===== config.mk =====
export PLATFORM = sky130hd
export DESIGN_NAME = uart_mmio_bridge
export DESIGN_NICKNAME = d
export VERILOG_FILES = /design/src/rtl/uart_mmio_bridge_pkg.sv /design/src/rtl/sync_fifo.sv /design/src/rtl/uart_mmio_bridge.sv
export SDC_FILE = /design/constraint.sdc
export NUM_CORES = 1
export LEC_CHECK = 0
export CELL_PAD_IN_SITES_DETAIL_PLACEMENT = 1
export CELL_PAD_IN_SITES_GLOBAL_PLACEMENT = 2
export CORE_UTILIZATION = 47
export CTS_BUF_LIST = sky130_fd_sc_hd__clkbuf_16
export CTS_CLUSTER_SIZE = 8
export DETAILED_ROUTE_END_ITERATION = 10
export HOLD_SLACK_MARGIN = 0.1
export PLACE_DENSITY = 0.81
export SYNTH_ARGS = -nofsm -noshare
export SYNTH_HDL_FRONTEND = slang
export SYNTH_SLANG_ARGS = --single-unit

===== constraint.sdc =====
create_clock -name clk -period 8.2 [get_ports clk]
set_input_delay 2.05 -clock clk [delete_from_list [all_inputs] [get_ports clk]]
set_output_delay 2.05 -clock clk [all_outputs]
set_load 0.02 [all_outputs]

===== src/rtl/uart_mmio_bridge_pkg.sv =====
// Shared definitions for the UART MMIO bridge: register offsets, STATUS/CTRL bit
// indices, gap counter width and the TX sequencer state encoding.
package uart_mmio_bridge_pkg;

    localparam logic [3:0] UART_DATA_OFS = 4'h0;
    localparam logic [3:0] UART_STAT_OFS = 4'h4;
    localparam logic [3:0] UART_CTRL_OFS = 4'h8;

    localparam int ST_TX_FULL  = 0;
    localparam int ST_TX_EMPTY = 1;
    localparam int ST_RX_EMPTY = 2;
    localparam int ST_RX_FULL  = 3;
    localparam int ST_RX_OVR   = 4;
    localparam int ST_TX_BUSY  = 5;
    localparam int ST_TX_OVF   = 6;

    localparam int CTRL_RXIE = 0;
    localparam int CTRL_TXIE = 1;
    localparam int CTRL_LB   = 2;
    localparam int CTRL_CLR  = 4;

    localparam int GAP_W = 20;

    typedef enum logic [1:0] {
        TX_IDLE,
        TX_SEND,
        TX_WAIT
    } tx_state_t;

endpackage


===== src/rtl/sync_fifo.sv =====
// Single-clock show-ahead FIFO. Pushes while full are dropped unless a pop
// happens in the same cycle, in which case both take effect.
module sync_fifo #(
    parameter int DW = 8,
    parameter int AW = 4
) (
    input  logic          clk,
    input  logic          resetn,
    input  logic          push,
    input  logic          pop,
    input  logic [DW-1:0] din,
    output logic [DW-1:0] dout,
    output logic          full,
    output logic          empty
);

    localparam int DEPTH = 1 << AW;

    logic [DW-1:0] mem [DEPTH];
    logic [AW-1:0] wr_ptr;
    logic [AW-1:0] rd_ptr;
    logic [AW:0]   count;
    logic          do_push;
    logic          do_pop;

    assign full    = (count == (AW+1)'(DEPTH));
    assign empty   = (count == '0);
    assign do_pop  = pop & ~empty;
    assign do_push = push & (~full | do_pop);
    assign dout    = mem[rd_ptr];

    // Storage is not reset; a flush only needs the pointers cleared.
    always_ff @(posedge clk) begin
        if (do_push) mem[wr_ptr] <= din;
    end

    always_ff @(posedge clk or negedge resetn) begin
        if (!resetn) begin
            wr_ptr <= '0;
            rd_ptr <= '0;
            count  <= '0;
        end else begin
            if (do_push) wr_ptr <= wr_ptr + 1'b1;
            if (do_pop)  rd_ptr <= rd_ptr + 1'b1;
            case ({do_push, do_pop})
                2'b10:   count <= count + 1'b1;
                2'b01:   count <= count - 1'b1;
                default: count <= count;
            endcase
        end
    end

endmodule


===== src/rtl/uart_mmio_bridge.sv =====
// CPU bus bridge to a UART byte interface: TX/RX FIFOs, paced TX sequencer, RX edge
// capture, DATA/STATUS/CTRL registers and irq. Optional loopback: UART_BRIDGE_LOOPBACK_EN.
module uart_mmio_bridge
    import uart_mmio_bridge_pkg::*;
#(
    parameter int CLK_FREQ = 50000000,
    parameter int UART_BPS = 115200,
    parameter int FIFO_AW  = 4,
    parameter int GAP_BITS = 11
) (
    input  logic        clk,
    input  logic        resetn,
    input  logic        bus_ce,
    input  logic        bus_we,
    input  logic [3:0]  bus_addr,
    input  logic [31:0] bus_wdata,
    output logic [31:0] bus_rdata,
    output logic        irq,
    output logic        uart_send_en,
    output logic [7:0]  uart_din,
    input  logic        uart_done,
    input  logic [7:0]  uart_data
);

    localparam int BPS_CNT    = CLK_FREQ / UART_BPS;
    localparam int GAP_CYCLES = GAP_BITS * BPS_CNT;
    localparam logic [GAP_W-1:0] GAP_LOAD = GAP_W'(GAP_CYCLES - 1);

    tx_state_t        state;
    tx_state_t        state_next;
    logic [GAP_W-1:0] gap_cnt;
    logic             tx_pop;
    logic             tx_busy;

    logic       tx_push, tx_full, tx_empty;
    logic [7:0] tx_dout;
    logic       rx_push, rx_pop, rx_full, rx_empty;
    logic [7:0] rx_din, rx_dout;

    logic        done_q;
    logic        rx_edge;
    logic        rx_irq_en, tx_irq_en;
    logic        rx_ovr, tx_ovf;
    logic        wr_data, wr_ctrl, rd_data;
    logic [31:0] status;
    logic [31:0] ctrl_rd;
    logic [31:0] rd_mux;

    assign wr_data = bus_ce & bus_we  & (bus_addr == UART_DATA_OFS);
    assign wr_ctrl = bus_ce & bus_we  & (bus_addr == UART_CTRL_OFS);
    assign rd_data = bus_ce & ~bus_we & (bus_addr == UART_DATA_OFS);

    assign tx_push = wr_data;
    assign rx_pop  = rd_data & ~rx_empty;
    assign rx_edge = uart_done & ~done_q;
    assign tx_busy = (state != TX_IDLE);

`ifdef UART_BRIDGE_LOOPBACK_EN
    logic lb_en;
    logic unused_wdata;
    assign unused_wdata = ^{bus_wdata[31:5], bus_wdata[3]};
    // In loopback the sent byte replaces the UART receive path entirely.
    assign rx_push = lb_en ? (state == TX_SEND) : rx_edge;
    assign rx_din  = lb_en ? uart_din : uart_data;
    assign ctrl_rd = {29'b0, lb_en, tx_irq_en, rx_irq_en};
`else
    logic unused_wdata;
    assign unused_wdata = ^{bus_wdata[31:5], bus_wdata[3:2]};
    assign rx_push = rx_edge;
    assign rx_din  = uart_data;
    assign ctrl_rd = {30'b0, tx_irq_en, rx_irq_en};
`endif

    sync_fifo #(.DW(8), .AW(FIFO_AW)) u_tx_fifo (
        .clk    (clk),
        .resetn (resetn),
        .push   (tx_push),
        .pop    (tx_pop),
        .din    (bus_wdata[7:0]),
        .dout   (tx_dout),
        .full   (tx_full),
        .empty  (tx_empty)
    );

    sync_fifo #(.DW(8), .AW(FIFO_AW)) u_rx_fifo (
        .clk    (clk),
        .resetn (resetn),
        .push   (rx_push),
        .pop    (rx_pop),
        .din    (rx_din),
        .dout   (rx_dout),
        .full   (rx_full),
        .empty  (rx_empty)
    );

    always_ff @(posedge clk or negedge resetn) begin
        if (!resetn) begin
            state    <= TX_IDLE;
            gap_cnt  <= '0;
            uart_din <= '0;
        end else begin
            state <= state_next;
            if (tx_pop) uart_din <= tx_dout;
            if (state == TX_SEND) begin
                gap_cnt <= GAP_LOAD;
            end else if (state == TX_WAIT && gap_cnt != '0) begin
                gap_cnt <= gap_cnt - 1'b1;
            end
        end
    end

    always_comb begin
        state_next   = state;
        tx_pop       = 1'b0;
        uart_send_en = 1'b0;
        case (state)
            TX_IDLE: begin
                if (!tx_empty) begin
                    tx_pop     = 1'b1;
                    state_next = TX_SEND;
                end
            end
            TX_SEND: begin
                uart_send_en = 1'b1;
                state_next   = TX_WAIT;
            end
            TX_WAIT: begin
                if (gap_cnt == '0) state_next = TX_IDLE;
            end
            default: state_next = TX_IDLE;
        endcase
    end

    always_comb begin
        status              = '0;
        status[ST_TX_FULL]  = tx_full;
        status[ST_TX_EMPTY] = tx_empty;
        status[ST_RX_EMPTY] = rx_empty;
        status[ST_RX_FULL]  = rx_full;
        status[ST_RX_OVR]   = rx_ovr;
        status[ST_TX_BUSY]  = tx_busy;
        status[ST_TX_OVF]   = tx_ovf;
    end

    always_comb begin
        rd_mux = '0;
        case (bus_addr)
            UART_DATA_OFS: if (!rx_empty) rd_mux = {23'b0, 1'b1, rx_dout};
            UART_STAT_OFS: rd_mux = status;
            UART_CTRL_OFS: rd_mux = ctrl_rd;
            default:       rd_mux = '0;
        endcase
    end

    always_ff @(posedge clk or negedge resetn) begin
        if (!resetn) begin
            done_q    <= 1'b0;
            rx_irq_en <= 1'b0;
            tx_irq_en <= 1'b0;
            rx_ovr    <= 1'b0;
            tx_ovf    <= 1'b0;
            bus_rdata <= '0;
            irq       <= 1'b0;
`ifdef UART_BRIDGE_LOOPBACK_EN
            lb_en     <= 1'b0;
`endif
        end else begin
            done_q <= uart_done;
            if (wr_ctrl) begin
                rx_irq_en <= bus_wdata[CTRL_RXIE];
                tx_irq_en <= bus_wdata[CTRL_TXIE];
`ifdef UART_BRIDGE_LOOPBACK_EN
                lb_en     <= bus_wdata[CTRL_LB];
`endif
                if (bus_wdata[CTRL_CLR]) begin
                    rx_ovr <= 1'b0;
                    tx_ovf <= 1'b0;
                end
            end
            // A same-cycle pop frees a slot, so only a genuinely dropped byte is flagged.
            if (rx_push & rx_full & ~rx_pop) rx_ovr <= 1'b1;
            if (tx_push & tx_full & ~tx_pop) tx_ovf <= 1'b1;
            if (bus_ce & ~bus_we) bus_rdata <= rd_mux;
            irq <= (rx_irq_en & ~rx_empty) | (tx_irq_en & tx_empty & ~tx_busy)
                 | rx_ovr | tx_ovf;
        end
    end

endmodule

==> results by group, run 1 <==
Status
  – Run status: completed

STA
  – Worst slew margin: 33.9%
  – Max Clk Rate: 192 MHz
  – Worst Max-Slew Pin Slew: 989 ps
  – Final Hold Violating Endpoints: 0
  – Fin crit share: ~63%
  – Setup-failing EPs final: 0
  – Post-Route Setup TNS: 0 ps
  – Final-report max-slew violation count: 0
  – Final min period: 5200 ps
  – Unrepaired setup endpoints after global routing: false
  – Final Skew: 14.1 ps

Clocking
  – Hold_buf cts: 0
  – Clock slew at reported path FFs: ~50 ps
  – CTS buffer count: 46
  – CTS tree: yes
  – Clk sink count: 327
  – CTS resizes: 0
  – CTS root buffer: clkbuf_16
  – Clock Path Buffers: 3
  – Skew-Pair Late Insertion Delay: 540 ps
  – Htree depth: 2
  – Total setup buffers inserted after CTS: 0

Place
  – HPWL Detailed: 18900 µm
  – Final Wtd Congestion: 0.777
  – IO buf count: 43
  – Placed Instances: 1218

Setup path
  – Setup crit end: u_rx_fifo.count[4]
  – Register-to-Register Path Depth: 12
  – Worst EP required: between 8000 and 9000 ps
  – CP Launch Point: bus_we
  – Startpoint types: input pin
  – CP Capture Type: flop
  – Arr. time, crit path: 5610 ps
  – Reg-to-reg setup timing slack: 4690 ps
  – Worst R2R Start: u_rx_fifo.count[1]
  – Critical path class: input pin to flop
  – Max FO, Critical Path: 9
  – R2R Path End: u_rx_fifo.count[4]

Power and ir drop
  – Power density cells: approximately 320 nW/µm²
  – Max VDD drop: 0.175 mV
  – Pleak: 0.00560 µW

Floorplanning
  – Die area: a little under 30000 µm²
  – Die width: 172 µm
  – Die Y-Extent: ~170 µm
  – Core area: around 28000 µm²
  – # IOs: 91
  – Initial Util: 48.3%
  – Row cnt: 61

Drt
  – Via count: about 7300
  – Initial DRT Pass Iterations: 4
  – Post-Route WL: 29700 µm
  – Initial DRC Count: 566
  – Antenna Nets Post-Route: 0
  – Wirelength per Cell: 22.9 µm
  – Via/cell ratio: about 5.6
  – DRC Markers: 0

Global routing
  – Antenna violations before repair: 0
  – Largest net degree at the start of global routing: 72
  – GR Overflow Total: 0
  – All-Layer GR Usage: 20.9%
  – Vias in the first global route: 8063
  – First-pass GRT wire length: between 40000 and 50000 µm

Synth
  – Synth top area share: between 50% and 60%
  – Yosys Warn Count: 0
  – Mapped Area: 13600 µm²
  – Count of state elements after synthesis: 327
  – Number of flops mapped to enable cells by yosys: 256
  – Most common flop cell mapped by yosys: edfxtp_1
  – Async SR Flop Fraction: between 20% and 30%
  – Syn Area/Cell: 16.8 µm²
  – Yosys cell types: 62
  – Syn Inst Count: 812
  – Sequential area share after synthesis: a little over two thirds
  – Ranking of synthesized cells by area: edfxtp_1, dfrtp_1, mux4_2
  – Post-synth top area cell: edfxtp_1

Min path
  – Worst Hold Class: flop to flop
  – Hold path cells: 2

Layout
  – Register area: 9470 µm²
  – Area Overhead vs Synth: 16.0%
  – Multi-input logic area: 3830 µm²
  – Fraction of final layout cells sized beyond drive strength 1: 16.5%
  – Fillers: 2541
  – Final Non-Filler Cells: 1301
  – Nets@finish: 956
  – # diodes: 0

Flow run
  – Max-cap violations: 0
stage by stage:
stage	setup WS, ps	total power (µW)	hold slack, ps	cell area [µm²]	util, %
after CTS	2970	5030	495	15800	56.0
after floorplan	3240	2930	449	13700	-
after global routing	2800	5210	516	15800	56.0
final	3000	4970	487	15800	56.0
after detailed placement	2400	3290	482	14400	51.2
after global placement	2520	3210	464	14400	51.2
placed cells by master, fill, tap and decap left out, types with 15 or more instances in the layout:
master,synthesis,routed
ha_1,18,18
clkdlybuf4s50_1,0,42
xnor2_1,16,16
nor3_1,15,15
clkbuf_16,0,48
conb_1,1,23
nand2_1,60,60
mux2i_1,32,32
buf_4,23,20
o21ai_0,17,17
mux4_2,62,62
nor2_1,36,36
inv_1,23,57
edfxtp_1,256,256
dfrtp_1,71,69
cells by family (layout without fill, tap and decap cells):
kind of cell / Yosys count / in the layout / synth area share [%]
flip-flops: 327 / 327 / 69.5
multiplexers: 102 / 102 / 13.3
buffers and inverters: 79 / 168 / 2.94
AO/OA/AOI/OAI: 72 / 72 / 3.88
other: 1 / 23 / 0.0275
AND/OR/NAND/NOR: 185 / 185 / 6.81
XOR/XNOR: 27 / 27 / 1.74
adder cells (fa/ha/maj): 19 / 19 / 1.80
worst max-delay path, cell delays in order:
cell and delay, ps:
clkdlybuf4s50_1 440, or4b_1 580, a211o_1 430, a31oi_4 380, inv_1 80, ha_1 250
ha_1 330, nor2b_1 140, o21ai_0 210, a21oi_1 110, or3b_2 460, xnor2_1 130
routing by layer:
layer / vias up / track usage [%] / routed length (µm)
met3: 63 / 3.89 / 1480
met1: 3801 / 27.0 / 12400
met5: - / 0 / 0
met4: 0 / 7.70 / 887
li1: 3271 / - / -
met2: 192 / 35.4 / 15000
synthesized netlist by cell type, types with 5 or more instances:
cell type and instances:
edfxtp_1 256, dfrtp_1 71, mux4_2 62, nand2_1 60, nor2_1 36, mux2i_1 32, buf_4 23, inv_1 23
clkbuf_1 19, ha_1 18, o21ai_0 17, xnor2_1 16, nor3_1 15, nand3_1 13, nor4_1 11, xor2_1 11
nand2b_1 10, buf_2 8, mux2_2 8, o221ai_1 8, o22ai_1 8, a21oi_1 7, a221o_1 6, nor2b_1 6
buf_1 5, nand4_1 5
layout make-up:
cell class	count	area share [%]
clock buffers	48	7.61
flip-flops and latches	327	60.0
repair buffers	62	3.61
multi-input cells	428	24.3
inverters	23	0.547
clock inverters	35	0.999
well taps	378	3.00
how the worst min path moves through the flow:
stage | startpoint | to | slack (ps)
after detailed placement | bus_rdata[8] | bus_rdata[8] | 480
after global routing | gap_cnt[7] | gap_cnt[7] | 520
final | bus_rdata[8] | bus_rdata[8] | 490
after floorplan | gap_cnt[17] | gap_cnt[17] | 450
after global placement | bus_rdata[8] | bus_rdata[8] | 460
after CTS | bus_rdata[8] | bus_rdata[8] | 490
sequential cells by signal, summed over array words and instances, names as in the netlist:
signal and count:
rx_irq_en 1, u_tx_fifo.rd_ptr 4, tx_ovf 1, state 2, u_rx_fifo.wr_ptr 4, uart_din 8
u_rx_fifo.mem 128, bus_rdata 9, rx_ovr 1, gap_cnt 20, u_tx_fifo.mem 128, u_rx_fifo.rd_ptr 4
irq 1, done_q 1, u_tx_fifo.count 5, u_rx_fifo.count 5, u_tx_fifo.wr_ptr 4, tx_irq_en 1
report_power, final:
part / internal (µW) / leakage (µW) / switching (µW)
sequential: 1940 / 0.00319 / 150
clock: 1040 / 0.000784 / 678
combinational: 524 / 0.00163 / 645
total: 3500 / 0.00560 / 1470
Note: power is estimated with default switching activity, not from simulation.
==> run 2: changes to the inputs <==
- CORE_UTILIZATION: 47 -> 40
- PLACE_DENSITY: 0.81 -> 0.73
- clock period: 8.2 -> 4.3 ns (I/O delays scaled with it)
==> run 2 against run 1 <==
  * Non-clock buffer count is 34 higher
  * Clock skew is 4.6 ps higher
  * Final cell count is 7.4% higher
  * Routed wire length is 3.0% lower
  * Worst setup slack worse by 2500 ps
  * Worst hold slack worse by 11 ps
  * Die area is 17% higher
  * Design area is 1.9% higher
  * Clock power is 85% higher
  * Sequential power is 96% higher
  * Core utilization is 8.1 points lower
  * Largest power group unchanged
==> results by group, run 2 (synthesized netlist as in run 1, its figures left out) <==
Setup path
  – Worst-path cell chain: clkdlybuf4s50_1 > or4b_1 > a211o_1 > a31oi_4 > inv_1 > ha_1 > ha_1 > nor2b_1 > o21ai_0 > a21oi_1 > or3b_2 > xnor2_1
  – Critical path class: input pin to flop
  – Startpoint types: input pin
  – Worst EP required: 4710 ps
  – CP max stage delay: 590 ps
  – CP Capture Type: flop
  – Max FO, Critical Path: 3
  – Arr. time, crit path: 4250 ps
  – Crit path buffers/inverters: 2
  – CP top delay family: simple AND/OR/NAND/NOR gates
  – Most used cell, CP: ha_1
  – CP max stage cell: or4b_1

STA
  – WHS: 476 ps
  – Worst slew margin: 41.7%
  – Final min period: 3840 ps
  – Final Skew: 18.7 ps
  – Max Clk Rate: 260 MHz
  – Final Hold Violating Endpoints: 0
  – Fin crit share: 89.3%
  – Worst Max-Slew Pin Slew: about 870 ps
  – Final-report max-slew violation count: 0
  – Setup-failing EPs final: 0
  – Worst setup margin: about 460 ps
  – Unrepaired setup endpoints after global routing: false

Layout
  – Multi-input logic area: a little under 4000 µm²
  – Nets@finish: between 900 and 1000
  – Fraction of final layout cells sized beyond drive strength 1: 19.9%
  – Most frequent cells in the layout: edfxtp_1, dfrtp_1, mux4_2
  – Registers with the most flip-flops: u_rx_fifo.mem x128, u_tx_fifo.mem x128, gap_cnt x20
  – # diodes: 0
  – Register area: 9470 µm²
  – Fillers: 3225
  – Most common cell after layout, fill and taps aside: edfxtp_1
  – Area Overhead vs Synth: 18.2%

Floorplanning
  – Die width: about 190 µm
  – Row cnt: 67
  – Initial Util: 40.6%
  – Core area: 33500 µm²
  – # IOs: 91
  – Die area: approximately 35000 µm²
  – Die Y-Extent: between 150 and 200 µm

Clocking
  – CTS root buffer: clkbuf_16
  – CTS resizes: 0
  – Clock slew at reported path FFs: 50 ps
  – Clock Path Buffers: 3
  – Skew-Pair Late Insertion Delay: 540 ps
  – Total setup buffers inserted after CTS: 0
  – Clk sink count: 327
  – Hold_buf cts: 0
  – Htree depth: 2
  – CTS buffer count: 46
  – CTS tree: yes

Min path
  – Worst Hold Class: flop to flop

Global routing
  – First-pass GRT wire length: about 45000 µm
  – Vias in the first global route: 7828
  – All-Layer GR Usage: 17.0%
  – Antenna violations before repair: 0
  – Largest net degree at the start of global routing: 50
  – GR Overflow Total: 0

Drt
  – Via count: around 7000
  – Antenna Nets Post-Route: 0
  – DRC Markers: 0
  – Initial DRC Count: 390
  – Via/cell ratio: 5.12
  – Initial DRT Pass Iterations: 4
  – Wirelength per Cell: 20.7 µm
  – Post-Route WL: a little under 30000 µm

Place
  – HPWL Detailed: 18800 µm
  – Final Wtd Congestion: ~0.74
  – IO buf count: 43
  – Post-Place Setup Slack: -94.6 ps

Flow run
  – Max-cap violations: 0

Status
  – Run status: completed

Power and ir drop
  – Pleak: ~0.0057 µW
  – Max VDD drop: around 0.41 mV
  – Power density cells: 583 nW/µm²
## run 2: cell count changes in the layout (fill, tap and decap cells not counted)
cell / previous run / this run
clkbuf_16: 48 / 46
inv_16: 0 / 1
nor4_1: 11 / 7
clkinv_8: 0 / 1
nor4_2: 2 / 6
buf_4: 20 / 54
inv_1: 57 / 50
clkinv_16: 1 / 0
## run 2: layout make-up
| type | count | share of cell area (%) |
|---|---|---|
| Tap cell | 448 | 3.49 |
| Clock buffer | 46 | 7.16 |
| Inverter | 23 | 0.537 |
| Multi-Input combinational cell | 428 | 24.0 |
| Sequential cell | 327 | 58.9 |
| Clock inverter | 29 | 0.856 |
| Timing Repair Buffer | 96 | 5.13 |
## run 2: tightest hold or removal path: stages, from the launching register on
cell	delay [ps]
dfrtp_1	340
nand2_1	50
nand2_1	60
## run 2: routing by layer
metal  part of all wire, %  GRT usage [%]  vias to the layer above
met5                     0              0                        -
met3                   3.4           2.61                       45
met4                   2.0           4.73                        0
li1                      -              -                     3335
met2                    51           29.2                      124
met1                    44           22.4                     3652
## run 2: worst paths after layout
kind / startpoint / to / slack, ps / cells after the start
max: bus_we / u_rx_fifo.count[4] / 460 / 12
min: bus_rdata[8] / bus_rdata[8] / 480 / 2
max reg2reg: u_tx_fifo.count[2] / u_tx_fifo.count[4] / 1140 / 12
min reg2reg: bus_rdata[8] / bus_rdata[8] / 480 / 2
max in group asynchronous: resetn / gap_cnt[2] / 2900 / 2
min in group asynchronous: resetn / gap_cnt[9] / 580 / 1
## run 2: metrics by stage
stage / instances / total power (µW) / util, % / TNS [ps] / instance area, µm²
3_5_place_dp: 1322 / 6290 / 44.1 / -94.6 / 14800
5_1_grt: 1397 / 9820 / 48.0 / 0 / 16100
3_3_place_gp: 1322 / 6240 / 44.1 / -63.7 / 14800
2_1_floorplan: 834 / 5580 / - / 0 / 13700
4_1_cts: 1397 / 9510 / 48.0 / 0 / 16100
6_report: 1397 / 9370 / 48.0 / 0 / 16100
## run 2: power breakdown
part | internal, µW | switching, µW | total (µW) | leakage, µW
Clock | 1910 | 1270 | 3180 | 0.000727
Combinational | 1030 | 1060 | 2090 | 0.00181
Sequential | 3690 | 411 | 4100 | 0.00319
==> run 3: changes to the inputs <==
- CTS_CLUSTER_DIAMETER: not set -> 30
==> run 3 against run 2 <==
  * Critical path depth stayed put
  * Worst setup slack better by 5.2 ps
  * Clock power is 79% higher
  * Clock skew is 9.5 ps higher
  * Routed wire length is 4.3% higher
  * Global-route usage is 0.84 points higher
  * Sequential share of layout area is 4.4 points lower
  * Register-to-register slack hardly changed
  * Largest cell class unchanged
  * Largest power group is now the clock network
==> results by group, run 3 (synthesized netlist as in run 1, its figures left out) <==
Status
  – Run status: completed

Floorplanning
  – Initial Util: between 40% and 50%
  – Core area: about 34000 µm²
  – Die Y-Extent: ~190 µm
  – Die area: 34800 µm²
  – Row cnt: 67
  – # IOs: 91
  – Die width: around 190 µm

Layout
  – Nets@finish: 1019
  – Most common cell after layout, fill and taps aside: edfxtp_1
  – # diodes: 0
  – Most frequent cells in the layout: edfxtp_1, clkbuf_16, dfrtp_1
  – Fraction of final layout cells sized beyond drive strength 1: 25.4%
  – Area Overhead vs Synth: 27.6%
  – Registers with the most flip-flops: u_rx_fifo.mem x128, u_tx_fifo.mem x128, gap_cnt x20
  – Post-route cell area: 17400 µm²
  – Final Non-Filler Cells: roughly 1500

Drt
  – Initial DRC Count: 403
  – DRC Markers: 0
  – Initial DRT Pass Iterations: 4
  – Antenna Nets Post-Route: 0
  – Via/cell ratio: 5.11
  – Wirelength per Cell: ~21 µm
  – Via count: 7438
  – Post-Route WL: 30100 µm

STA
  – Final-report max-slew violation count: 0
  – Worst slew margin: ~44%
  – Unrepaired setup endpoints after global routing: false
  – Max Clk Rate: 261 MHz
  – Final min period: ~3800 ps
  – Final Skew: 28.2 ps
  – Setup-failing EPs final: 0
  – Fin crit share: around 89%
  – Worst Max-Slew Pin Slew: 839 ps
  – Final Hold Violating Endpoints: 0
  – WHS: about 470 ps

Clocking
  – Skew-Pair Late Insertion Delay: between 500 and 600 ps
  – Clock slew at reported path FFs: 40 ps
  – Clock Path Buffers: 3
  – Hold_buf cts: 0
  – CTS resizes: 0
  – CTS root buffer: clkbuf_16
  – Total setup buffers inserted after CTS: 0
  – CTS tree: yes
  – Clk sink count: 327
  – Htree depth: 3
  – CTS buffer count: 75

Min path
  – Worst Hold Class: flop to flop

Global routing
  – GR Overflow Total: 0
  – Antenna violations before repair: 0
  – Vias in the first global route: a little over 8000
  – Largest net degree at the start of global routing: 50
  – First-pass GRT wire length: 47000 µm
  – All-Layer GR Usage: 17.8%

Power and ir drop
  – Max VDD drop: 0.368 mV
  – Design Power: 11900 µW
  – Pleak: 0.00627 µW
  – Power density cells: 685 nW/µm²

Flow run
  – Max-cap violations: 0

Place
  – Final Wtd Congestion: 0.738
  – Placed cell areas: 14800 µm²
  – IO buf count: 43
  – HPWL Detailed: 18800 µm
  – Placed Instances: 1322

Setup path
  – CP Capture Type: flop
  – Most used cell, CP: ha_1
  – CP max stage cell: or4b_1
  – CP max stage delay: 580 ps
  – Worst-path cell chain: clkdlybuf4s50_1 > or4b_1 > a211o_1 > a31oi_4 > inv_1 > ha_1 > ha_1 > nor2b_1 > o21ai_0 > a21oi_1 > or3b_2 > xnor2_1
  – Critical path class: input pin to flop
  – Max FO, Critical Path: 3
  – Arr. time, crit path: 4250 ps
  – Worst EP required: about 4700 ps
  – Startpoint types: input pin
-- run 3: changes by cell type in the layout (fill, tap and decap cells not counted) --
cell	delta
clkbuf_16	+32
clkinvlp_4	+6
bufinv_16	+12
inv_1	-19
clkinv_4	+3
clkinv_8	+2
inv_16	-1
clkinv_1	+12
clkinv_2	+12
inv_6	+1
-- run 3: final timing paths --
check	start	end	slack [ps]	cells after the start
min	bus_rdata[8]	bus_rdata[8]	470	2
max reg2reg	u_tx_fifo.count[2]	u_tx_fifo.count[4]	1150	12
max	bus_we	u_rx_fifo.count[4]	470	12
min in group asynchronous	resetn	uart_din[3]	570	1
max in group asynchronous	resetn	gap_cnt[4]	2920	2
min reg2reg	bus_rdata[8]	bus_rdata[8]	470	2
-- run 3: final cells by class --
class | instances | area [µm²]
clock buffer | 78 | 1950
clock inverter | 57 | 624
fill | 3140 | 16200
inverter | 23 | 86.3
multi-input combinational | 428 | 3850
sequential | 327 | 9470
tap | 448 | 561
timing repair buffer | 96 | 826
-- run 3: per-layer routing --
metal | vias to the layer above | GRT usage (%) | wire length (µm)
met1 | 3812 | 22.4 | 13200
met5 | - | 0 | 0
li1 | 3425 | - | -
met4 | 0 | 7.57 | 834
met2 | 140 | 29.6 | 15000
met3 | 61 | 4.08 | 1060
-- run 3: critical path: cells and delay by family --
kind	cells	cell delay [ps]
XOR/XNOR	1	130
buffers and inverters	2	490
AND/OR/NAND/NOR	3	1160
adder cells (fa/ha/maj)	2	520
AO/OA/AOI/OAI	4	880
-- run 3: report_power, final --
| group | total (µW) | switching, µW | internal [µW] |
|---|---|---|---|
| combinational | 2100 | 1070 | 1030 |
| sequential | 4110 | 412 | 3690 |
| clock | 5690 | 1710 | 3980 |
-- run 3: metrics by stage --
| stage | util [%] | worst slack [ps] | setup TNS [ps] |
|---|---|---|---|
| final | 51.8 | 465 | 0 |
| after global routing | 51.8 | 371 | 0 |
| after CTS | 51.8 | 478 | 0 |
| after detailed placement | 44.1 | -94.6 | -94.6 |
| after global placement | 44.1 | -63.7 | -63.7 |
| after floorplan | - | 312 | 0 |
